<file path="src/rtl/alu_pkg.sv">
// ============================================================================
//  Module      : alu_pkg
//  Description : Shared datapath widths, selector codes and skid-stage states
//                for the ALU result path.
//  Revision    : 1.0 - initial release
// ============================================================================
`default_nettype none

package alu_pkg;

    localparam int ALU_DATA_WIDTH = 24;
    localparam int ALU_SEL_WIDTH  = 3;

    // Codes 4..7 are reserved for future function units.
    typedef enum logic [ALU_SEL_WIDTH-1:0] {
        SEL_AND  = 3'd0,
        SEL_OR   = 3'd1,
        SEL_ADD  = 3'd2,
        SEL_LESS = 3'd3
    } alu_sel_e;

    // Encoded as {main_valid, skid_valid}.
    typedef enum logic [1:0] {
        SKID_EMPTY = 2'b00,
        SKID_ONE   = 2'b10,
        SKID_FULL  = 2'b11
    } skid_state_e;

endpackage

`default_nettype wire

</file>
<file path="src/rtl/skid_buffer_reg.sv">
// ============================================================================
//  Module      : skid_buffer_reg
//  Description : Generic 2-entry valid/ready register stage with a registered
//                in_ready, sustaining one transfer per cycle under stalls.
//  Revision    : 1.0 - initial release
// ============================================================================
`default_nettype none

module skid_buffer_reg
    import alu_pkg::*;
#(
    parameter int WIDTH = 8
) (
    input  logic             clk,
    input  logic             rst,
    input  logic [WIDTH-1:0] in_payload,
    input  logic             in_valid,
    output logic             in_ready,
    output logic [WIDTH-1:0] out_payload,
    output logic             out_valid,
    input  logic             out_ready
);

    skid_state_e      r_state;
    skid_state_e      w_state_nxt;
    logic             w_load_main;
    logic             w_load_skid;
    logic             w_main_from_skid;
    logic [WIDTH-1:0] r_main_data;
    logic [WIDTH-1:0] r_skid_data;

    always_ff @(posedge clk) begin
        if (rst) begin
            r_state <= SKID_EMPTY;
        end else begin
            r_state <= w_state_nxt;
        end
    end

    // in_ready is 1 in EMPTY/ONE, so in_valid alone implies an accept there.
    always_comb begin
        w_state_nxt      = r_state;
        w_load_main      = 1'b0;
        w_load_skid      = 1'b0;
        w_main_from_skid = 1'b0;
        case (r_state)
            SKID_EMPTY: begin
                if (in_valid) begin
                    w_state_nxt = SKID_ONE;
                    w_load_main = 1'b1;
                end
            end
            SKID_ONE: begin
                if (in_valid && out_ready) begin
                    w_load_main = 1'b1;
                end else if (in_valid) begin
                    w_state_nxt = SKID_FULL;
                    w_load_skid = 1'b1;
                end else if (out_ready) begin
                    w_state_nxt = SKID_EMPTY;
                end
            end
            SKID_FULL: begin
                if (out_ready) begin
                    w_state_nxt      = SKID_ONE;
                    w_main_from_skid = 1'b1;
                end
            end
            default: begin
                w_state_nxt = SKID_EMPTY;
            end
        endcase
    end

    always_ff @(posedge clk) begin
        if (rst) begin
            r_main_data <= '0;
            r_skid_data <= '0;
        end else begin
            if (w_load_main) begin
                r_main_data <= in_payload;
            end else if (w_main_from_skid) begin
                r_main_data <= r_skid_data;
            end
            if (w_load_skid) begin
                r_skid_data <= in_payload;
            end
        end
    end

    assign out_valid   = r_state[1];
    assign in_ready    = ~r_state[0];
    assign out_payload = r_main_data;

endmodule

`default_nettype wire

</file>
<file path="src/rtl/alu_result_select_pipe.sv">
// ============================================================================
//  Module      : alu_result_select_pipe
//  Description : Registered N-way ALU result selector with skid buffering and
//                sticky illegal-selector flag. ALU_ZERO_FLAG_EN adds out_zero.
//  Revision    : 1.0 - initial release
// ============================================================================
`default_nettype none

module alu_result_select_pipe
    import alu_pkg::*;
#(
    parameter int DATA_WIDTH = ALU_DATA_WIDTH,
    parameter int NUM_INPUTS = 4,
    parameter int SEL_WIDTH  = ALU_SEL_WIDTH
) (
    input  logic                             clk,
    input  logic                             rst,
    input  logic [NUM_INPUTS*DATA_WIDTH-1:0] in_data,
    input  logic [SEL_WIDTH-1:0]             in_sel,
    input  logic                             in_valid,
    output logic                             in_ready,
    output logic [DATA_WIDTH-1:0]            out_data,
    output logic [SEL_WIDTH-1:0]             out_sel,
    output logic                             out_valid,
    input  logic                             out_ready,
    input  logic                             err_clr,
`ifdef ALU_ZERO_FLAG_EN
    output logic                             sel_err,
    output logic                             out_zero
`else
    output logic                             sel_err
`endif
);

`ifdef ALU_ZERO_FLAG_EN
    localparam int c_payload_w = DATA_WIDTH + SEL_WIDTH + 1;
`else
    localparam int c_payload_w = DATA_WIDTH + SEL_WIDTH;
`endif
    localparam logic [SEL_WIDTH:0] c_num_inputs = (SEL_WIDTH + 1)'(NUM_INPUTS);

    logic [DATA_WIDTH-1:0]  w_sel_data;
    logic                   w_sel_illegal;
    logic                   w_accept;
    logic [c_payload_w-1:0] w_in_payload;
    logic [c_payload_w-1:0] w_out_payload;
    logic                   r_sel_err;

    // Illegal codes match no lane and therefore fall through to zero.
    always_comb begin
        w_sel_data = '0;
        for (int k = 0; k < NUM_INPUTS; k++) begin
            if (in_sel == SEL_WIDTH'(k)) begin
                w_sel_data = in_data[k*DATA_WIDTH +: DATA_WIDTH];
            end
        end
    end

    assign w_sel_illegal = ({1'b0, in_sel} >= c_num_inputs);
    assign w_accept      = in_valid && in_ready;

`ifdef ALU_ZERO_FLAG_EN
    assign w_in_payload = {(w_sel_data == '0), in_sel, w_sel_data};
    assign {out_zero, out_sel, out_data} = w_out_payload;
`else
    assign w_in_payload = {in_sel, w_sel_data};
    assign {out_sel, out_data} = w_out_payload;
`endif

    skid_buffer_reg #(
        .WIDTH (c_payload_w)
    ) u_skid (
        .clk         (clk),
        .rst         (rst),
        .in_payload  (w_in_payload),
        .in_valid    (in_valid),
        .in_ready    (in_ready),
        .out_payload (w_out_payload),
        .out_valid   (out_valid),
        .out_ready   (out_ready)
    );

    // Setting on an illegal accept outranks a simultaneous clear.
    always_ff @(posedge clk) begin
        if (rst) begin
            r_sel_err <= 1'b0;
        end else if (w_accept && w_sel_illegal) begin
            r_sel_err <= 1'b1;
        end else if (err_clr) begin
            r_sel_err <= 1'b0;
        end
    end

    assign sel_err = r_sel_err;

endmodule

`default_nettype wire

</file>
<file path="config.mk">
export PLATFORM = sky130hd
export DESIGN_NAME = alu_result_select_pipe
export DESIGN_NICKNAME = d
export VERILOG_FILES = /design/src/rtl/alu_pkg.sv /design/src/rtl/skid_buffer_reg.sv /design/src/rtl/alu_result_select_pipe.sv
export SDC_FILE = /design/constraint.sdc
export NUM_CORES = 1
export LEC_CHECK = 0
export BUFFER_PORTS_ARGS = -buffer_cell sky130_fd_sc_hd__buf_2
export CAP_MARGIN = 20
export CORE_UTILIZATION = 40
export CTS_BUF_LIST = sky130_fd_sc_hd__clkbuf_16
export DETAILED_ROUTE_END_ITERATION = 6
export PLACE_DENSITY = 0.77
export SLEW_MARGIN = 20
export SYNTH_ARGS = -nofsm -noshare
export SYNTH_HDL_FRONTEND = slang
export SYNTH_SLANG_ARGS = --single-unit
</file>
<file path="constraint.sdc">
create_clock -name clk -period 2.2 [get_ports clk]
set_clock_uncertainty 0.2 [all_clocks]
set_input_delay 0 -clock clk [delete_from_list [all_inputs] [get_ports clk]]
set_output_delay 0 -clock clk [all_outputs]
set_load 0.02 [all_outputs]
</file>
# Yosys cells after proc, flatten, opt, wreduce, memory -nomap -nowiden
# Index checks and enable logic that the tools add are counted.
dict set report op_classes {
  bitwise 1
  mux 21
  n_reduce_logical 8
  eq_ne 9
  magnitude_cmp 1
}
# op n
set op_table {}
lappend op_table {{$mux W24} 4}
lappend op_table {{$mux W27} 2}
lappend op_table {{$mux W2} 5}
lappend op_table {{$mux W1} 8}
lappend op_table {{$eq A3 B2 Y1 const B} 2}
lappend op_table {{$ne A2 B2 Y1 const B} 3}
lappend op_table {{$pmux W2 S3} 1}
lappend op_table {{$eq A2 B2 Y1 const B} 2}
lappend op_table {{$reduce_and A4 Y1} 1}
lappend op_table {{$reduce_bool A2 Y1} 2}
lappend op_table {{$eq A3 B1 Y1 const B} 1}
lappend op_table {{$ge A3 B3 Y1 const B} 1}
lappend op_table {{$logic_and A1 B1 Y1} 3}
lappend op_table {{$logic_not A3 Y1} 1}
lappend op_table {{$ne A3 B3 Y1 const B} 1}
lappend op_table {{$logic_not A2 Y1} 1}
lappend op_table {{$pmux W1 S2} 1}
lappend op_table {{$not A1 Y1} 1}
dict set report word_totals {
  register_bits 57
  inputBits 104
  word_cells 44
  output_inout_bits 30
}

# Logic depth before layout (Yosys ltp)
# Gate-level depths: netlist of run 1.
dict set report depth {
  word_depth 6
  ltp_mapped 8
  ltp_nobuf 5
}

# Hierarchy
# From an unflattened synthesis of run 1, not the netlist that was laid out.
dict set report unflattened {
  hier_cells 383
  area_unflattened_um2 3319.4
}
# module n_inst cells_each area_per_inst_um2 seq_area_each_um2
set modules_own_cells {}
lappend modules_own_cells {skid_buffer_reg 1 293 2498.6 1121.1}
lappend modules_own_cells {alu_result_select_pipe 1 90 820.8 20.0}

# Worst setup path after synthesis of run 1
# No wires, ideal clock.
dict set report synth_path {
  path_type {register -> register}
  startpoint {register u_skid.r_state[1]}
  endpoint {register u_skid.r_main_data[16] (netlist: u_skid.out_payload[16])}
  period_less_slack_ns 1.970
  setup_ns 0.143
  path_buffers 2
  arrival_time_ns 1.627
  slack_ns 0.230
  path_stages_with_launch 8
  t_required_ns 1.857
  cell_sequence {dfxtp_1 > inv_1 > ha_1 > a21o_1 > buf_6 > buf_2 > a221oi_1 > a211oi_2}
}
dict set report synth_between {
  elab_chain_len 3
  elab_cells_between_ends 7
  cone_classes {eq/ne: 2; mux: 3; reduce/logical: 2}
}
# element line_no
set synth_lines {}
lappend synth_lines {{from (decl)} skid_buffer_reg.sv:24} ;# skid_state_e r_state;
lappend synth_lines {{from (signal assigned)} skid_buffer_reg.sv:36} ;# r_state <= w_state_nxt;
lappend synth_lines {{$eq A2 B2 Y1 / $logic_not A2 Y1 (equally long branches)} skid_buffer_reg.sv:46} ;# case (r_state)
lappend synth_lines {{$pmux W1 S2 / $mux W1 (equally long branches)} skid_buffer_reg.sv:46}
lappend synth_lines {{$mux W27 / $reduce_bool A2 Y1 (equally long branches)} -}
lappend synth_lines {{to (signal assigned)} skid_buffer_reg.sv:81} ;# r_main_data <= in_payload;
lappend synth_lines {{to (signal assigned)} skid_buffer_reg.sv:83} ;# r_main_data <= r_skid_data;
lappend synth_lines {{to (decl)} skid_buffer_reg.sv:29} ;# logic [WIDTH-1:0] r_main_data;
# Several ways; a longest one is shown, not always the timed one.
# A chain may end at the register's enable or synchronous reset.

# Final worst setup path of run 1
dict set report layout_path {
  startpoint {input port in_sel[1]}
  endpoint {register u_skid.r_skid_data[10]}
}
dict set report layout_between {
  elab_chain_len 5
  elab_cells_between_ends 8
  cone_classes {eq/ne: 3; mux: 4; reduce/logical: 1}
}
# element line_no
set layout_lines {}
lappend layout_lines {{from (decl)} alu_result_select_pipe.sv:19} ;# input logic [SEL_WIDTH-1:0] in_sel,
lappend layout_lines {{$logic_not A3 Y1} alu_result_select_pipe.sv:53} ;# if (in_sel == SEL_WIDTH'(k)) begin
lappend layout_lines {{$mux W24 (3 in a row)} alu_result_select_pipe.sv:53}
lappend layout_lines {{$mux W24 *} alu_result_select_pipe.sv:53}
lappend layout_lines {{to (signal assigned)} skid_buffer_reg.sv:86} ;# r_skid_data <= in_payload;
lappend layout_lines {{to (decl)} skid_buffer_reg.sv:30} ;# logic [WIDTH-1:0] r_skid_data;
# Mark *: on every way between the ends. The rest lies on a longest branch, timed or not.

==> results of run 1 <==
==> stage by stage <==
step	setup slack [ns]	instances	power, mW	area [sq um]
after floorplan	0.230	338	2.25	3420
after global placement	0.121	543	2.53	4080
after detailed placement	-0.0188	543	2.58	4080
after CTS	0.117	645	4.01	5240
after global routing	0.0108	645	4.20	5240
final	0.0725	645	4.02	5240
==> flip-flops by register name, indices dropped and copies added (netlist names) <==
signal / count
sel_err: 1
u_skid.out_payload: 27
u_skid.r_state: 2
u_skid.r_skid_data: 27
==> logic make-up after synthesis <==
family          Yosys count  synth area share
xor+xnor                  1           0.00256
buf+inv                  50            0.0801
flops                    57             0.333
simple gates             43            0.0779
mux                      53             0.155
fa+ha+maj                 4            0.0146
compound gates          130             0.336
==> metal layers <==
layer	up-vias	GRT usage	wire length [um]
met4	0	0.126	304
met5	-	0	0
met2	159	0.436	5400
met1	1763	0.280	4660
li1	1746	-	-
met3	33	0.0572	704
==> power by group through the flow <==
stage / logic, mW / registers, mW / clock network (mW)
after floorplan: 0.804 / 1.44 / 0
after global placement: 1.24 / 1.30 / 0
after detailed placement: 1.28 / 1.30 / 0
after CTS: 1.41 / 1.28 / 1.32
after global routing: 1.54 / 1.30 / 1.37
final: 1.43 / 1.28 / 1.30
==> worst min-delay path by stage <==
| stage | slack (ns) | end | from |
|---|---|---|---|
| final | 0.01 | u_skid.r_skid_data[14]$_SDFFE_PP0P_ | in_data[62] |
| after global routing | 0.009 | u_skid.r_skid_data[14]$_SDFFE_PP0P_ | in_data[62] |
| after CTS | 0.0006 | u_skid.out_payload[10]$_SDFFE_PP0P_ | in_data[82] |
| after detailed placement | 0.10 | u_skid.out_payload[24]$_SDFFE_PP0P_ | in_sel[0] |
| after global placement | 0.08 | u_skid.out_payload[24]$_SDFFE_PP0P_ | in_sel[0] |
| after floorplan | -0.06 | u_skid.out_payload[24]$_SDFFE_PP0P_ | in_sel[0] |
==> synthesized netlist by cell type, types with 6 or more instances <==
| cell | n |
|---|---|
| a211oi_1 | 7 |
| a211oi_2 | 20 |
| a221oi_1 | 27 |
| a22o_1 | 24 |
| and3_1 | 27 |
| buf_2 | 21 |
| buf_4 | 6 |
| clkbuf_1 | 11 |
| dfxtp_1 | 57 |
| inv_1 | 7 |
| mux2i_1 | 52 |
| nor2_1 | 6 |
| o22a_1 | 24 |
| o22ai_1 | 24 |
==> cell type report <==
type	count	area, sq um	share of cell area
repair buffers	230	1640	0.312
multi-input cells	231	2030	0.387
clock buffers	9	225	0.0430
flip-flops and latches	57	1140	0.218
clock inverters	6	51.3	0.00979
well taps	105	131	0.0251
inverters	7	26.3	0.00501
==> critical path, cell delays in order <==
cell and delay [ns]:
dlygate4sd3_1 0.53, buf_2 0.38, mux2i_1 0.32, dlygate4sd3_1 0.60, o22ai_1 0.09, a22o_1 0.23
==> repair_timing <==
item / in CTS / in global routing
cloned: 0 / 0
hold buffers: 87 / 0
resized for setup: 2 / 1
hold endpoints to repair: 41 / 0
setup endpoints to repair: 24 / 19
==> impl_results.md, run 1 <==
* Mapped Area at about 3400 sq um
* Peak VDD IR at ~0.53 mV
* Hold Crit Class: in2reg
* CTS tree: yes
* Number of synthesized flops with an enable pin at 0
* Critical path origin: in_sel[1]
* Share of layout cells above drive strength 1 at 0.339
* Clk root buf: clkbuf_16
* Synth Net Count at 446
* Final period util at 0.967
* Max-cap violation count at 0
* Final Hold Vio Count at 0
* Pwr dens at about 770 nW/um^2
* Antenna Nets Post-Route at 0
* Synth area leader: dfxtp_1
* Sw power at around 1.3 mW
* Crit Path Category: in2reg
* Port-buffer cells at approximately 130
* Number of diodes at 0
* Most frequent cells in the layout: buf_2 (133), dlygate4sd3_1 (87), dfxtp_1 (57)
* Layout area overhead at 53.2%
* CP Launch Type: primary input
* Fillers at 666
* Average wire per standard cell at 17.2 um
* Core area at just over 8000 sq um
* Avg Cell Area, Syn at slightly above 10 sq um
* Status: finished clean
* Req. time, crit path at between 2 and 2.5 ns
* Synth warnings at 0
* Vias post-DR at between 3000 and 4000
* Hold path depth at 4
* Leak at between 2 and 2.5 nW
* Flop pwr share at 0.319
* Total die area at ~9000 sq um
* Gr ovfl total at 0
* Worst-Skew Late Latency at between 0.3 and 0.4 ns
* Slew headroom at 0.411
* H-Tree Depth at 3
* First-pass GRT wire length at 17.1 mm
* Yosys reg bits at between 50 and 60
* RSZ-0062 raised after global routing: no
* Vias in the first global route at around 3700
* Drt pass-1 iters at 4
* I/O pins at between 100 and 150
* Max frequency at 0.470 GHz
* # DRC at 0
* Synth area leaders: dfxtp_1 (33%), mux2i_1 (15%), a211oi_2 (7.3%)
* Num rows at 33
* Async SR Flop Fraction at 0
* Die Y at ~94 um
* Worst reg2reg setup slack at 0.24 ns
* Reg2Reg Depth at 4
* Routed WL at between 10 and 15 mm
* Cells after synthesis at ~340
* Max clock buf depth at 2
* Worst-Margin Slew at around 0.88 ns
* DR vias/cell at roughly 5.7
* Main synth FF type: dfxtp_1
* CP arrival at between 2 and 2.5 ns
* Critical path endpoint category: flop
* Placer Congestion at around 0.74
* Final Critical Period at approximately 2.1 ns
* Post-DP HPWL at between 6 and 7 mm
* GR Util All Layers at 0.248
* Largest net degree at the start of global routing at 49
* Starting Density at 0.414
* Setup_tns at 0 ns
* Die X at around 94 um
* Final layout net count at 644
* Combinational fraction of design power at 0.356
* Top cell type's share of synthesized area at 0.333
* Slew Limit Fails at 0
* CTS Buf Count at 9
* Reg2reg end: u_skid.out_payload[17]$_SDFFE_PP0P_
* Yosys cell types at 32
* Clock Sinks at 57
* Worst reg2reg path startpoint: u_skid.r_state[1]$_SDFFE_PP0P_
* Commonest non-fill, non-tap cell in the layout: buf_2
* Final setup viols at 0
* Hold Worst Slack at about 0.014 ns
* Clk pwr share at 0.325
* Critical Path Fanout Max at 12
* Sw Share at 0.330
* Post-synthesis sequential area ratio at 0.333
* Crit path to: u_skid.r_skid_data[10]$_SDFFE_PP0P_
* Setup Fix Bufs, Post-CTS at 0
* 1st-iter DRT viols at 231
* Clock transition at the registers of the reported paths at 0.05 ns
* Internal power at 2.69 mW
* Initial antenna violation count at 0
* Util after Layout at 0.635
No activity file was read; power rests on OpenSTA's default activity.
==> run 2, diff against run 1 <==
Clock period 2.2 ns to 2.5 ns, I/O delays scaled along.
==> impl_results.md, run 2 (synthesis results as in run 1) <==
* Num rows at 33 (unchanged)
* Setup_tns at 0 ns (unchanged)
* Port-buffer cells at 133 (unchanged)
* CTS Buf Count at 9 (unchanged)
* Crit Path Category: in2reg
* Leak at 2.37 nW (-3.9%)
* Clock Sinks at 57 (unchanged)
* Gr ovfl total at 0 (unchanged)
* DR vias/cell at 5.70 (-0.61%)
* Final period util at 0.945
* Worst reg2reg setup slack at 0.26 ns (+0.02 ns)
* Placer Congestion at 0.748 (+0.84%)
* 1st-iter DRT viols at 161 (-30%)
* Worst reg2reg path startpoint: u_skid.r_state[0]$_SDFFE_PP0P_
* Total die area at 8930 sq um (unchanged)
* Commonest non-fill, non-tap cell in the layout: buf_2
* H-Tree Depth at 3 (unchanged)
* Req. time, crit path at 2.51 ns (+0.30 ns)
* Clk pwr share at 0.307 (-0.018)
* Final setup viols at 0 (unchanged)
* Post-DP HPWL at 6.23 mm (-1.2%)
* Worst-Skew Late Latency at 0.32 ns (about the same)
* Slew headroom at 0.336 (-0.0755)
* GR Util All Layers at 0.229 (-0.0192)
* I/O pins at 134 (unchanged)
* Share of layout cells above drive strength 1 at 0.347 (+0.00860)
* Util after Layout at 0.602 (-0.0324)
* Min-delay src: in_data[46]
* Clk root buf: clkbuf_16
* Max-cap violation count at 0 (unchanged)
* Initial antenna violation count at 0 (unchanged)
* Sw Share at 0.340 (+0.0103)
* Routed WL at 10.3 mm (-6.8%)
* Vias post-DR at 3553 (-4.0%)
* Sw power at 1.16 mW (-13%)
* Final Critical Period at between 2 and 2.5 ns
* Reg2reg end: u_skid.out_payload[18]$_SDFFE_PP0P_
* Worst-Margin Slew at 0.992 ns (+0.109 ns)
* Status: finished, violations left
* CP arrival at 2.38 ns (+0.24 ns)
* Antenna Nets Post-Route at 0 (unchanged)
* Max frequency at 0.423 GHz
* Setup Fix Bufs, Post-CTS at 0 (unchanged)
* Starting Density at 0.414 (unchanged)
* Max clock buf depth at 2 (unchanged)
* Die X at 94.5 um (unchanged)
* Clock transition at the registers of the reported paths at 0.05 ns (about the same)
* RSZ-0062 raised after global routing: no
* Pwr dens at 685 nW/um^2 (-11%)
* Hold path depth at 4 (unchanged)
* Number of diodes at 0 (unchanged)
* Peak VDD IR at 0.434 mV (-17%)
* Die Y at 94.5 um (unchanged)
* Most frequent cells in the layout: buf_2 (133), dlygate4sd3_1 (68), dfxtp_1 (57)
* Layout area overhead at 45.3%
* CP Launch Type: primary input
* Hold EP: u_skid.r_skid_data[22]$_SDFFE_PP0P_
* Vias in the first global route at 3401 (-7.8%)
* Critical Path Fanout Max at 36 (+24)
* Critical path endpoint category: flop
* Flop pwr share at 0.331 (+0.012)
* Reg2Reg Depth at 6 (+2)
* Core area at 8260 sq um (unchanged)
* CTS tree: yes
* Drt pass-1 iters at 5 (+1)
* Slew Limit Fails at 0 (unchanged)
* Hold Worst Slack at -0.0109 ns (-0.0250 ns)
* Largest net degree at the start of global routing at 49 (unchanged)
* Final layout net count at 622 (-3.4%)
* Fillers at 703 (+5.6%)
* Internal power at 2.25 mW (-17%)
* # DRC at 0 (unchanged)
* Violated checks: negative hold slack
* First-pass GRT wire length at 16.0 mm (-6.4%)
* Average wire per standard cell at 16.6 um (-3.5%)
* Hold Crit Class: in2reg
* Final Hold Vio Count at 3 (+3)
* Combinational fraction of design power at 0.361 (+0.005)
-- run 2: cell count changes in the layout (fill, tap and decap cells not counted), sizes merged --
| cell | delta |
|---|---|
| dlygate4sd3 | -19 |
| clkinvlp | +1 |
| buf | -3 |
| inv | +1 |
| clkinv | -1 |
| bufinv | -1 |
-- run 2: power by group through the flow --
stage	Sequential (mW)	Combinational, mW	Clock, mW
finish	1.13	1.23	1.05
global route	1.14	1.32	1.11
floorplan	1.27	0.708	0
global placement	1.14	1.07	0
CTS	1.13	1.22	1.06
detailed placement	1.14	1.11	0
-- run 2: layout make-up --
| class | count | area, sq um | area share |
|---|---|---|---|
| clock buffers | 9 | 225 | 0.0453 |
| clock inverters | 6 | 28.8 | 0.00579 |
| multi-input cells | 231 | 2020 | 0.407 |
| flip-flops and latches | 57 | 1140 | 0.229 |
| well taps | 105 | 131 | 0.0264 |
| inverters | 7 | 26.3 | 0.00528 |
| repair buffers | 208 | 1400 | 0.281 |
-- run 2: layer usage --
metal / vias to the layer above / routed length [um] / global-route usage
li1: 1698 / - / -
met1: 1689 / 4330 / 0.274
met2: 156 / 5080 / 0.399
met3: 10 / 788 / 0.0612
met4: 0 / 110 / 0.0694
met5: - / 0 / 0
-- run 2: worst max path at each step --
stage | from | endpoint | slack [ns] | cells after the start
global route | in_sel[1] | u_skid.r_skid_data[15]$_SDFFE_PP0P_ | 0.03 | 7
detailed placement | u_skid.r_state[0]$_SDFFE_PP0P_ | u_skid.r_skid_data[10]$_SDFFE_PP0P_ | 0.29 | 5
finish | in_sel[1] | u_skid.r_skid_data[0]$_SDFFE_PP0P_ | 0.14 | 7
global placement | u_skid.r_state[0]$_SDFFE_PP0P_ | u_skid.out_payload[24]$_SDFFE_PP0P_ | 0.39 | 6
floorplan | u_skid.r_state[1]$_SDFFE_PP0P_ | u_skid.out_payload[16]$_SDFFE_PP0P_ | 0.53 | 7
CTS | in_sel[2] | u_skid.r_skid_data[23]$_SDFFE_PP0P_ | 0.11 | 6
-- run 2: critical path: stages --
cell and delay, ns:
buf_2 0.10, buf_4 0.49, mux2i_1 0.29, dlygate4sd3_1 0.58, o22ai_1 0.09, dlygate4sd3_1 0.60, a22o_1 0.21
-- run 2: timing repair --
| item | in CTS | in global routing |
|---|---|---|
| gates resized for setup | 0 | 2 |
| hold buffers | 68 | 0 |
| endpoints found under the hold margin | 27 | 0 |
| endpoints found under the setup margin | 0 | 9 |
-- run 2: per-stage QoR --
step                      instances  total power, mW  setup slack [ns]  area [sq um]  hold slack (ns)
after floorplan                 338             1.98             0.530          3420          -0.0622
after global placement          540             2.21             0.389          4030           0.0507
after detailed placement        540             2.25             0.291          4030           0.0586
after CTS                       623             3.41             0.114          4970         0.000540
after global routing            623             3.56            0.0332          4970           0.0116
final                           623             3.41             0.138          4970          -0.0109
